<file path="config.mk">
export PLATFORM = sky130hd
export DESIGN_NAME = sal_wr_datapath_flat
export DESIGN_NICKNAME = d
export VERILOG_FILES = /design/src/rtl/sal_wr_datapath_if.sv /design/src/rtl/sal_wr_datapath.sv /design/src/flat_wrapper.sv
export SDC_FILE = /design/constraint.sdc
export NUM_CORES = 1
export LEC_CHECK = 0
export CORE_UTILIZATION = 51
export DETAILED_ROUTE_END_ITERATION = 10
export GPL_ROUTABILITY_DRIVEN = 1
export HOLD_SLACK_MARGIN = 0.08
export PLACE_DENSITY = 0.73
export SETUP_SLACK_MARGIN = 0.02
export SLEW_MARGIN = 5
export SYNTH_ARGS = -nofsm -noshare
export SYNTH_HDL_FRONTEND = slang
export SYNTH_SLANG_ARGS = --single-unit
</file>
<file path="constraint.sdc">
create_clock -name clk -period 18.8 [get_ports clk]
set_input_delay 3.76 -clock clk [delete_from_list [all_inputs] [get_ports clk]]
set_output_delay 3.76 -clock clk [all_outputs]
set_load 0.05 [all_outputs]
</file>
<file path="src/rtl/sal_wr_datapath_if.sv">
// AXI W/B channel bundle for sal_wr_datapath; master drives W and bready, slave returns wready and B.
`ifndef AXI_ID_WIDTH
`define AXI_ID_WIDTH 4
`endif
`ifndef AXI_RESP_OKAY
`define AXI_RESP_OKAY 2'b00
`endif

interface sal_wr_datapath_if #(
    parameter int unsigned DATA_WIDTH = 128,
    parameter int unsigned ID_WIDTH   = `AXI_ID_WIDTH
);
    logic                    wvalid;
    logic                    wready;
    logic [DATA_WIDTH-1:0]   wdata;
    logic [DATA_WIDTH/8-1:0] wstrb;
    logic [ID_WIDTH-1:0]     wid;
    logic                    wlast;
    logic                    bvalid;
    logic                    bready;
    logic [ID_WIDTH-1:0]     bid;
    logic [1:0]              bresp;

    modport master (
        output wvalid, wdata, wstrb, wid, wlast, bready,
        input  wready, bvalid, bid, bresp
    );

    modport slave (
        input  wvalid, wdata, wstrb, wid, wlast, bready,
        output wready, bvalid, bid, bresp
    );
endinterface

</file>
<file path="src/rtl/sal_wr_datapath.sv">
// Write datapath: buffers AXI W beats, replays them on DFI after wr_gnt + dfi_wren_lat, returns B responses.
// Optional macro SAL_WR_BRESP_DEFER_EN holds each B response until its burst's last beat has left on DFI.
`ifndef AXI_ID_WIDTH
`define AXI_ID_WIDTH 4
`endif
`ifndef AXI_RESP_OKAY
`define AXI_RESP_OKAY 2'b00
`endif

module sal_wr_datapath #(
    parameter int unsigned DATA_WIDTH  = 128,
    parameter int unsigned DEPTH_LG2   = 3,
    parameter int unsigned BURST_BEATS = 2,
    parameter int unsigned ID_WIDTH    = `AXI_ID_WIDTH
) (
    input  logic                    clk,
    input  logic                    rst_n,
    input  logic [3:0]              dfi_wren_lat,
    input  logic                    wr_gnt,
    sal_wr_datapath_if.slave        axi,
    output logic                    wrdata_en,
    output logic [DATA_WIDTH-1:0]   wrdata,
    output logic [DATA_WIDTH/8-1:0] wrdata_mask,
    output logic                    underflow_err
);
    localparam int unsigned STRB_W = DATA_WIDTH / 8;
    localparam int unsigned DEPTH  = 1 << DEPTH_LG2;
    localparam int unsigned ENT_W  = DATA_WIDTH + STRB_W;
    localparam logic [15:0] BURST_MASK = 16'((1 << BURST_BEATS) - 1);

    // write-data FIFO
    logic [ENT_W-1:0]   dmem [DEPTH];
    logic [DEPTH_LG2:0] dwr_q, dwr_d, drd_q, drd_d;
    logic               dfull, dempty, push, pop;
    logic [ENT_W-1:0]   head;

    // BID FIFO
    logic [ID_WIDTH-1:0] bmem [DEPTH];
    logic [DEPTH_LG2:0]  bwr_q, bwr_d, brd_q, brd_d;
    logic                bfull, bempty, bpush, bpop, bvalid_w;

    logic [15:0] shift_q, shift_d;
    logic [4:0]  tap;
    logic        underflow_q, underflow_d;

    assign dempty = (dwr_q == drd_q);
    assign dfull  = (dwr_q[DEPTH_LG2] != drd_q[DEPTH_LG2]) &&
                    (dwr_q[DEPTH_LG2-1:0] == drd_q[DEPTH_LG2-1:0]);
    assign bempty = (bwr_q == brd_q);
    assign bfull  = (bwr_q[DEPTH_LG2] != brd_q[DEPTH_LG2]) &&
                    (bwr_q[DEPTH_LG2-1:0] == brd_q[DEPTH_LG2-1:0]);

    assign axi.wready = ~dfull & ~bfull;
    assign push       = axi.wvalid & axi.wready;
    assign bpush      = push & axi.wlast;

    // Tap offset by BURST_BEATS-1 so the leading granted beat lands dfi_wren_lat+1 cycles after wr_gnt.
    assign tap       = {1'b0, dfi_wren_lat} + 5'(BURST_BEATS - 1);
    assign wrdata_en = ~tap[4] & shift_q[tap[3:0]];

    assign pop  = wrdata_en & ~dempty;
    assign head = dmem[drd_q[DEPTH_LG2-1:0]];

    // No bypass: an empty FIFO always yields zero data, fully masked.
    assign wrdata      = pop ? head[ENT_W-1:STRB_W] : '0;
    assign wrdata_mask = pop ? head[STRB_W-1:0]     : '1;

    assign bpop      = bvalid_w & axi.bready;
    assign axi.bvalid = bvalid_w;
    assign axi.bid    = bmem[brd_q[DEPTH_LG2-1:0]];
    assign axi.bresp  = `AXI_RESP_OKAY;

    assign underflow_err = underflow_q;

    always_comb begin
        shift_d = {shift_q[14:0], 1'b0};
        if (wr_gnt) begin
            shift_d = shift_d | BURST_MASK;
        end
        dwr_d       = push  ? dwr_q + 1'b1 : dwr_q;
        drd_d       = pop   ? drd_q + 1'b1 : drd_q;
        bwr_d       = bpush ? bwr_q + 1'b1 : bwr_q;
        brd_d       = bpop  ? brd_q + 1'b1 : brd_q;
        underflow_d = underflow_q | (wrdata_en & dempty);
    end

    always_ff @(posedge clk) begin
        if (!rst_n) begin
            shift_q     <= '0;
            dwr_q       <= '0;
            drd_q       <= '0;
            bwr_q       <= '0;
            brd_q       <= '0;
            underflow_q <= 1'b0;
        end else begin
            shift_q     <= shift_d;
            dwr_q       <= dwr_d;
            drd_q       <= drd_d;
            bwr_q       <= bwr_d;
            brd_q       <= brd_d;
            underflow_q <= underflow_d;
        end
    end

    always_ff @(posedge clk) begin
        if (push) begin
            dmem[dwr_q[DEPTH_LG2-1:0]] <= {axi.wdata, ~axi.wstrb};
        end
        if (bpush) begin
            bmem[bwr_q[DEPTH_LG2-1:0]] <= axi.wid;
        end
    end

`ifdef SAL_WR_BRESP_DEFER_EN
    logic               last_mem [DEPTH];
    logic [DEPTH_LG2:0] retire_q, retire_d;
    logic               retire_inc;

    assign retire_inc = pop & last_mem[drd_q[DEPTH_LG2-1:0]];
    assign bvalid_w   = ~bempty & (retire_q != '0);

    always_comb begin
        retire_d = retire_q;
        case ({retire_inc, bpop})
            2'b10:   retire_d = retire_q + 1'b1;
            2'b01:   retire_d = retire_q - 1'b1;
            default: retire_d = retire_q;
        endcase
    end

    always_ff @(posedge clk) begin
        if (push) begin
            last_mem[dwr_q[DEPTH_LG2-1:0]] <= axi.wlast;
        end
    end

    always_ff @(posedge clk) begin
        if (!rst_n) begin
            retire_q <= '0;
        end else begin
            retire_q <= retire_d;
        end
    end
`else
    assign bvalid_w = ~bempty;
`endif

endmodule

</file>
<file path="src/flat_wrapper.sv">
// flat-port wrapper written by rule: the top's interface ports become plain ports
module sal_wr_datapath_flat 
#(
    parameter int unsigned DATA_WIDTH  = 128,
    parameter int unsigned DEPTH_LG2   = 3,
    parameter int unsigned BURST_BEATS = 2,
    parameter int unsigned ID_WIDTH    = `AXI_ID_WIDTH
)
  (clk, rst_n, dfi_wren_lat, wr_gnt, wrdata_en, wrdata, wrdata_mask, underflow_err, axi_wvalid, axi_wdata, axi_wstrb, axi_wid, axi_wlast, axi_bready, axi_wready, axi_bvalid, axi_bid, axi_bresp);
  sal_wr_datapath_if #(.DATA_WIDTH(DATA_WIDTH), .ID_WIDTH(ID_WIDTH)) axi_i ();
  input  logic clk;
  input  logic rst_n;
  input  logic [3:0] dfi_wren_lat;
  input  logic wr_gnt;
  output logic wrdata_en;
  output logic [DATA_WIDTH-1:0] wrdata;
  output logic [DATA_WIDTH/8-1:0] wrdata_mask;
  output logic underflow_err;
  input wire logic [$bits(axi_i.wvalid)-1:0] axi_wvalid;
  input wire logic [$bits(axi_i.wdata)-1:0] axi_wdata;
  input wire logic [$bits(axi_i.wstrb)-1:0] axi_wstrb;
  input wire logic [$bits(axi_i.wid)-1:0] axi_wid;
  input wire logic [$bits(axi_i.wlast)-1:0] axi_wlast;
  input wire logic [$bits(axi_i.bready)-1:0] axi_bready;
  output wire logic [$bits(axi_i.wready)-1:0] axi_wready;
  output wire logic [$bits(axi_i.bvalid)-1:0] axi_bvalid;
  output wire logic [$bits(axi_i.bid)-1:0] axi_bid;
  output wire logic [$bits(axi_i.bresp)-1:0] axi_bresp;
  assign axi_i.wvalid = axi_wvalid;
  assign axi_i.wdata = axi_wdata;
  assign axi_i.wstrb = axi_wstrb;
  assign axi_i.wid = axi_wid;
  assign axi_i.wlast = axi_wlast;
  assign axi_i.bready = axi_bready;
  assign axi_wready = axi_i.wready;
  assign axi_bvalid = axi_i.bvalid;
  assign axi_bid = axi_i.bid;
  assign axi_bresp = axi_i.bresp;
  sal_wr_datapath #(.DATA_WIDTH(DATA_WIDTH), .DEPTH_LG2(DEPTH_LG2), .BURST_BEATS(BURST_BEATS), .ID_WIDTH(ID_WIDTH)) u_core (.clk(clk), .rst_n(rst_n), .dfi_wren_lat(dfi_wren_lat), .wr_gnt(wr_gnt), .axi(axi_i), .wrdata_en(wrdata_en), .wrdata(wrdata), .wrdata_mask(wrdata_mask), .underflow_err(underflow_err));
endmodule
</file>
==> out/metrics.cfg <==
[run_status]
status = completed

[floorplan]
core_area_mm2 = 0.0903
die_h_um = 304
die_area_mm2 = 0.0926
pin_count = 312
num_rows = 110
initial_core_util_pct = 51.6
fp.dieW_um = 304

[logic_synthesis]
yosysSeqAreaShare_pct = 77.9
ys_ff_latch = 1223
syn_inst = 2082
yosysUniqueCellTypes = 43
synth_edf_count = 1184
syn_avg_cell_area_um2 = 22.4
syn-cell-area_mm2 = 0.0466
synthArstFlopShare_pct = 0
synth_warnings = 0
synthFlopType = edfxtp_1

[clock_tree]
cts_buffer_depth = 3
worstSkewPairLatency_ns = 0.70
cts_tree = yes
hold_buffers = 0
cts_made_buffers = 118
cts_resized = 0
htreeDepth = 3
cts-root-buf = clkbuf_16
postCtsSetupRepairBufs = 0
clk_pin_slew_worst_paths_ns = 0.06
cts.sinks = 1223

[drt]
vias = 21500
drc = 0
final_antenna_net_count = 0
drt_iter0_drc = 1834
wl_um = 94700
avgViaCountPerCell = 5.78
routedWlPerCell_um = 25.4
dr.pass1.iters = 7

[worst_setup_path]
crit_chain = clkdlybuf4s50_1 -> ha_1 -> xor2_1 -> mux4_2 -> or4b_1 -> o41ai_4 -> buf_4 -> nand2_4 -> buf_4 -> nor2_1 -> clkdlybuf4s50_1
end_kind = primary output
worst_path_largest_cell_delay_ns = 0.85
crit_fanout = 70
worstPathRequired_ns = 15.04
cp.arrival_ns = 8.99
reg2regPathDepth = 7
cp.depth = 11
critPathKind = input pin to primary output
reg2reg_from = u_core.dwr_q[0]$_SDFFE_PN0P_
crit_path_start = dfi_wren_lat[0]
endpoint = wrdata[61]
path_buf_inv = 4
r2r_slack_ns = 14.91
path_delay_family = buffers and inverters
start_kind = input pin
crit_slowest_cell = clkdlybuf4s50_1
timing.rr.end = u_core.dmem[5][122]$_DFFE_PP_

[placed_design]
dp_hpwl_um = 51200
portBuffers = 309
place_congestion = 0.750
place_area_mm2 = 0.0511

[sta]
rsz0062_at_grt = false
period_needed_ns = 12.75
fin_crit_sh_pct = 67.8
tightest_slew_ns = 1.23
slew_headroom_pct = 17.6
clock.fmax_ghz = 0.0784
drv_slew = 0
clock_skew_ns = 0.0180
setup_violations = 0
finalHoldViolCount = 0

[run]
max-cap-violations = 0

[min_path]
hold_class = flop to flop

[pwr]
max-vdd-ir-drop_uv = 77.3
p_per_area_mw_per_mm2 = 105
p_leak_nw = 16.8
p_total_mw = 5.74

[global_route]
grt_pass1_wl_um = 142000
antenna_found_initial = 13
first_global_vias = 22700
grt_usage_pct = 20.6
grt_max_degree = 147
grt-ovfl-total = 0

[cells_and_area]
nFillCells = 6178
multi_input_area_mm2 = 0.00976
register_area_mm2 = 0.0363
final_area_mm2 = 0.0549
layout_commonest_cell = edfxtp_1
final_layout_size_suffix_gt1_share_pct = 20.6
mostFrequentLayoutCells = 1,184 x edfxtp_1, 309 x clkdlybuf4s50_1, 297 x mux4_2
final_net_count = 2603
finalCoreUtilization_pct = 60.8
area_growth_syn_to_layout_pct = 17.8

==> logic make-up after synthesis <==
kind of cell / count (synthesis) / synth area share, %
flops: 1223 / 77.9
mux: 458 / 17.8
simple gates: 229 / 2.22
buf+inv: 131 / 1.25
xor+xnor: 19 / 0.357
compound gates: 16 / 0.266
fa+ha+maj: 5 / 0.134
other cells: 1 / 0.00804
==> final cells by class <==
class                   count  area share (%)
well taps                1176            2.68
repair buffers            349            6.27
diodes                      8          0.0365
clock buffers             152            5.69
inverters                  19           0.130
clock inverters            69            1.22
flip-flops and latches   1223            66.2
multi-input cells         729            17.8
==> flip-flops by register name (all words and copies together) (netlist names), named ones only <==
| signal | count |
|---|---|
| u_core.bwr_q | 4 |
| u_core.bmem | 32 |
| u_core.dwr_q | 4 |
| u_core.dmem | 1152 |
| u_core.drd_q | 4 |
| u_core.brd_q | 4 |
| u_core.underflow_err | 1 |
| u_core.shift_q | 16 |
==> Yosys cell counts, types with 6 or more instances <==
library cell | n | area share, %
xor2_1 | 6 | 0.11
buf_1 | 28 | 0.23
and2_1 | 25 | 0.34
nor2_1 | 136 | 1.1
edfxtp_1 | 1184 | 76
buf_6 | 10 | 0.24
xnor2_1 | 13 | 0.24
dfxtp_1 | 39 | 1.7
mux4_2 | 297 | 14
nand2_1 | 17 | 0.14
inv_1 | 19 | 0.15
nand3_1 | 21 | 0.23
clkbuf_1 | 67 | 0.54
mux2i_1 | 157 | 3.4
==> routing by layer <==
metal	vias up	track usage [%]	wire, µm
li1	9340	-	-
met1	11400	27.4	38700
met2	671	34.7	48400
met3	152	3.95	5220
met4	10	6.15	2300
met5	-	0	64
==> where the power goes <==
group	internal, mW	switching, mW
registers	3.06	0.0228
logic	0.147	0.205
clock network	1.32	0.979
total	4.53	1.21
==> stage by stage <==
step	hold WS (ns)	std cells	TNS, ns	setup WS, ns
after floorplan	0.421	2083	-309.69	-1.08
after global placement	0.439	3496	0	6.26
after detailed placement	0.441	3496	0	6.08
after CTS	0.453	3717	0	6.06
after global routing	0.482	3724	0	5.73
final	0.449	3725	0	6.05
==> how the worst min path moves through the flow <==
stage / from / end / depth (start not counted)
after global routing: u_core.underflow_err$_SDFF_PN0_ / u_core.underflow_err$_SDFF_PN0_ / 1
after global placement: u_core.shift_q[3]$_SDFF_PN0_ / u_core.shift_q[4]$_SDFF_PN0_ / 1
after detailed placement: u_core.shift_q[10]$_SDFF_PN0_ / u_core.shift_q[11]$_SDFF_PN0_ / 1
after CTS: u_core.shift_q[3]$_SDFF_PN0_ / u_core.shift_q[4]$_SDFF_PN0_ / 1
final: u_core.shift_q[3]$_SDFF_PN0_ / u_core.shift_q[4]$_SDFF_PN0_ / 1
after floorplan: u_core.shift_q[3]$_SDFF_PN0_ / u_core.shift_q[4]$_SDFF_PN0_ / 1
Power figures use the tool's default switching activity.
==> variant: new RTL, same flow settings <==
Build with the macro `SAL_WR_BRESP_DEFER_EN` defined.
--- a/src/rtl/sal_wr_datapath.sv
+++ b/src/rtl/sal_wr_datapath.sv
@@ -1,5 +1,7 @@
 // Write datapath: buffers AXI W beats, replays them on DFI after wr_gnt + dfi_wren_lat, returns B responses.
 // Optional macro SAL_WR_BRESP_DEFER_EN holds each B response until its burst's last beat has left on DFI.
+`define SAL_WR_BRESP_DEFER_EN
+
 `ifndef AXI_ID_WIDTH
 `define AXI_ID_WIDTH 4
 `endif
Function: changed (Yosys sat finds a counterexample within 4 cycles, from zero or initial values and one cycle with rst_n low).
==> variant against the original RTL <==
  * Combinational power decreased by 37%
  * First-iteration DRC count is 5.5% higher
  * Critical endpoint is now wrdata[64]
  * Area after synthesis increased by 1.5%
  * Critical path depth unchanged
  * Clock skew is 0.0071 ns higher
  * Setup slack better by 0.79 ns
  * Wire length increased by 1.8%
  * Final area rose by 2.0%
  * Largest cell class unchanged
  * Sequential cell count rose by 12
  * Power is 1.3% higher
==> variant: results (changes against the original RTL) <==
| Metric | Value |
|---|---|
| Compound-Gate Fraction of Synth Area | `0.00375 (+0.00110)` |
| Worst-margin pin slew | `1.14 ns (-0.0929 ns)` |
| Mapped Cells | `2117 (+1.7%)` |
| Synth unique cells | `49 (+14%)` |
| Post-synthesis sequential area ratio | `0.774 (-0.00496)` |
| Layout cell share with drive strength beyond 1 | `0.214 (+0.00863)` |
| Multiplexer share of the synthesized area | `0.177 (-0.00117)` |
| Met2 Track Usage GR | `0.345 (-0.00220)` |
| Status | `complete, no violations` |
| Dpl hpwl | `52400 microns (+2.3%)` |
| M1 GR Usage | `0.281 (+0.00713)` |
| WL met1 | `40000 microns (+3.4%)` |
| Max incr delay on CP | `0.77 ns (-0.08 ns)` |
| WL per Instance | `25.2 microns (-1.0%)` |
| Initial antenna violation count | `17 (+4)` |
| FP Rows | `111 (+0.91%)` |
| Post-place instance area | `51800 sq um (+1.4%)` |
| Worst Skew | `0.0251 ns (+0.00709 ns)` |
| Via count | `21841 (+1.4%)` |
| First-pass GRT wire length | `144000 microns (+1.8%)` |
| Via count of the first global-routing pass | `23050 (+1.4%)` |
| Tot GR Track Use | `0.209 (+0.00318)` |
| Worst path arrival time | `8.20 ns (-0.79 ns)` |
| Met2 routed WL | `48900 microns (+0.96%)` |
| Initial drt markers | `1935 (+5.5%)` |
| M3 GR Usage | `0.0478 (+0.00834)` |
| Largest net degree at the start of global routing | `167 (+14%)` |
[variant: worst paths after layout]
check / startpoint / endpoint / cells past startpoint
worst min-delay path: u_core.shift_q[2] / u_core.shift_q[3] / 1
worst max-delay path: dfi_wren_lat[0] / wrdata[64] / 11
worst min register to register: u_core.shift_q[2] / u_core.shift_q[3] / 1
worst max register to register: u_core.dwr_q[0] / u_core.dmem[5][126] / 7
[variant: area by class of cell]
cell class	instances	area, sq um
multi-input combinational	749	10100
timing repair buffer	348	3420
clock buffer	164	3470
tap	1243	1560
sequential	1235	36700
fill	6224	35800
inverter	22	82.6
antenna	2	5.00
clock inverter	70	718
[variant: report_power, final]
part / total, uW / switching (uW) / internal (uW)
registers: 3100 / 16.3 / 3090
clock network: 2490 / 1020 / 1470
logic: 223 / 133 / 89.9
total: 5810 / 1170 / 4640
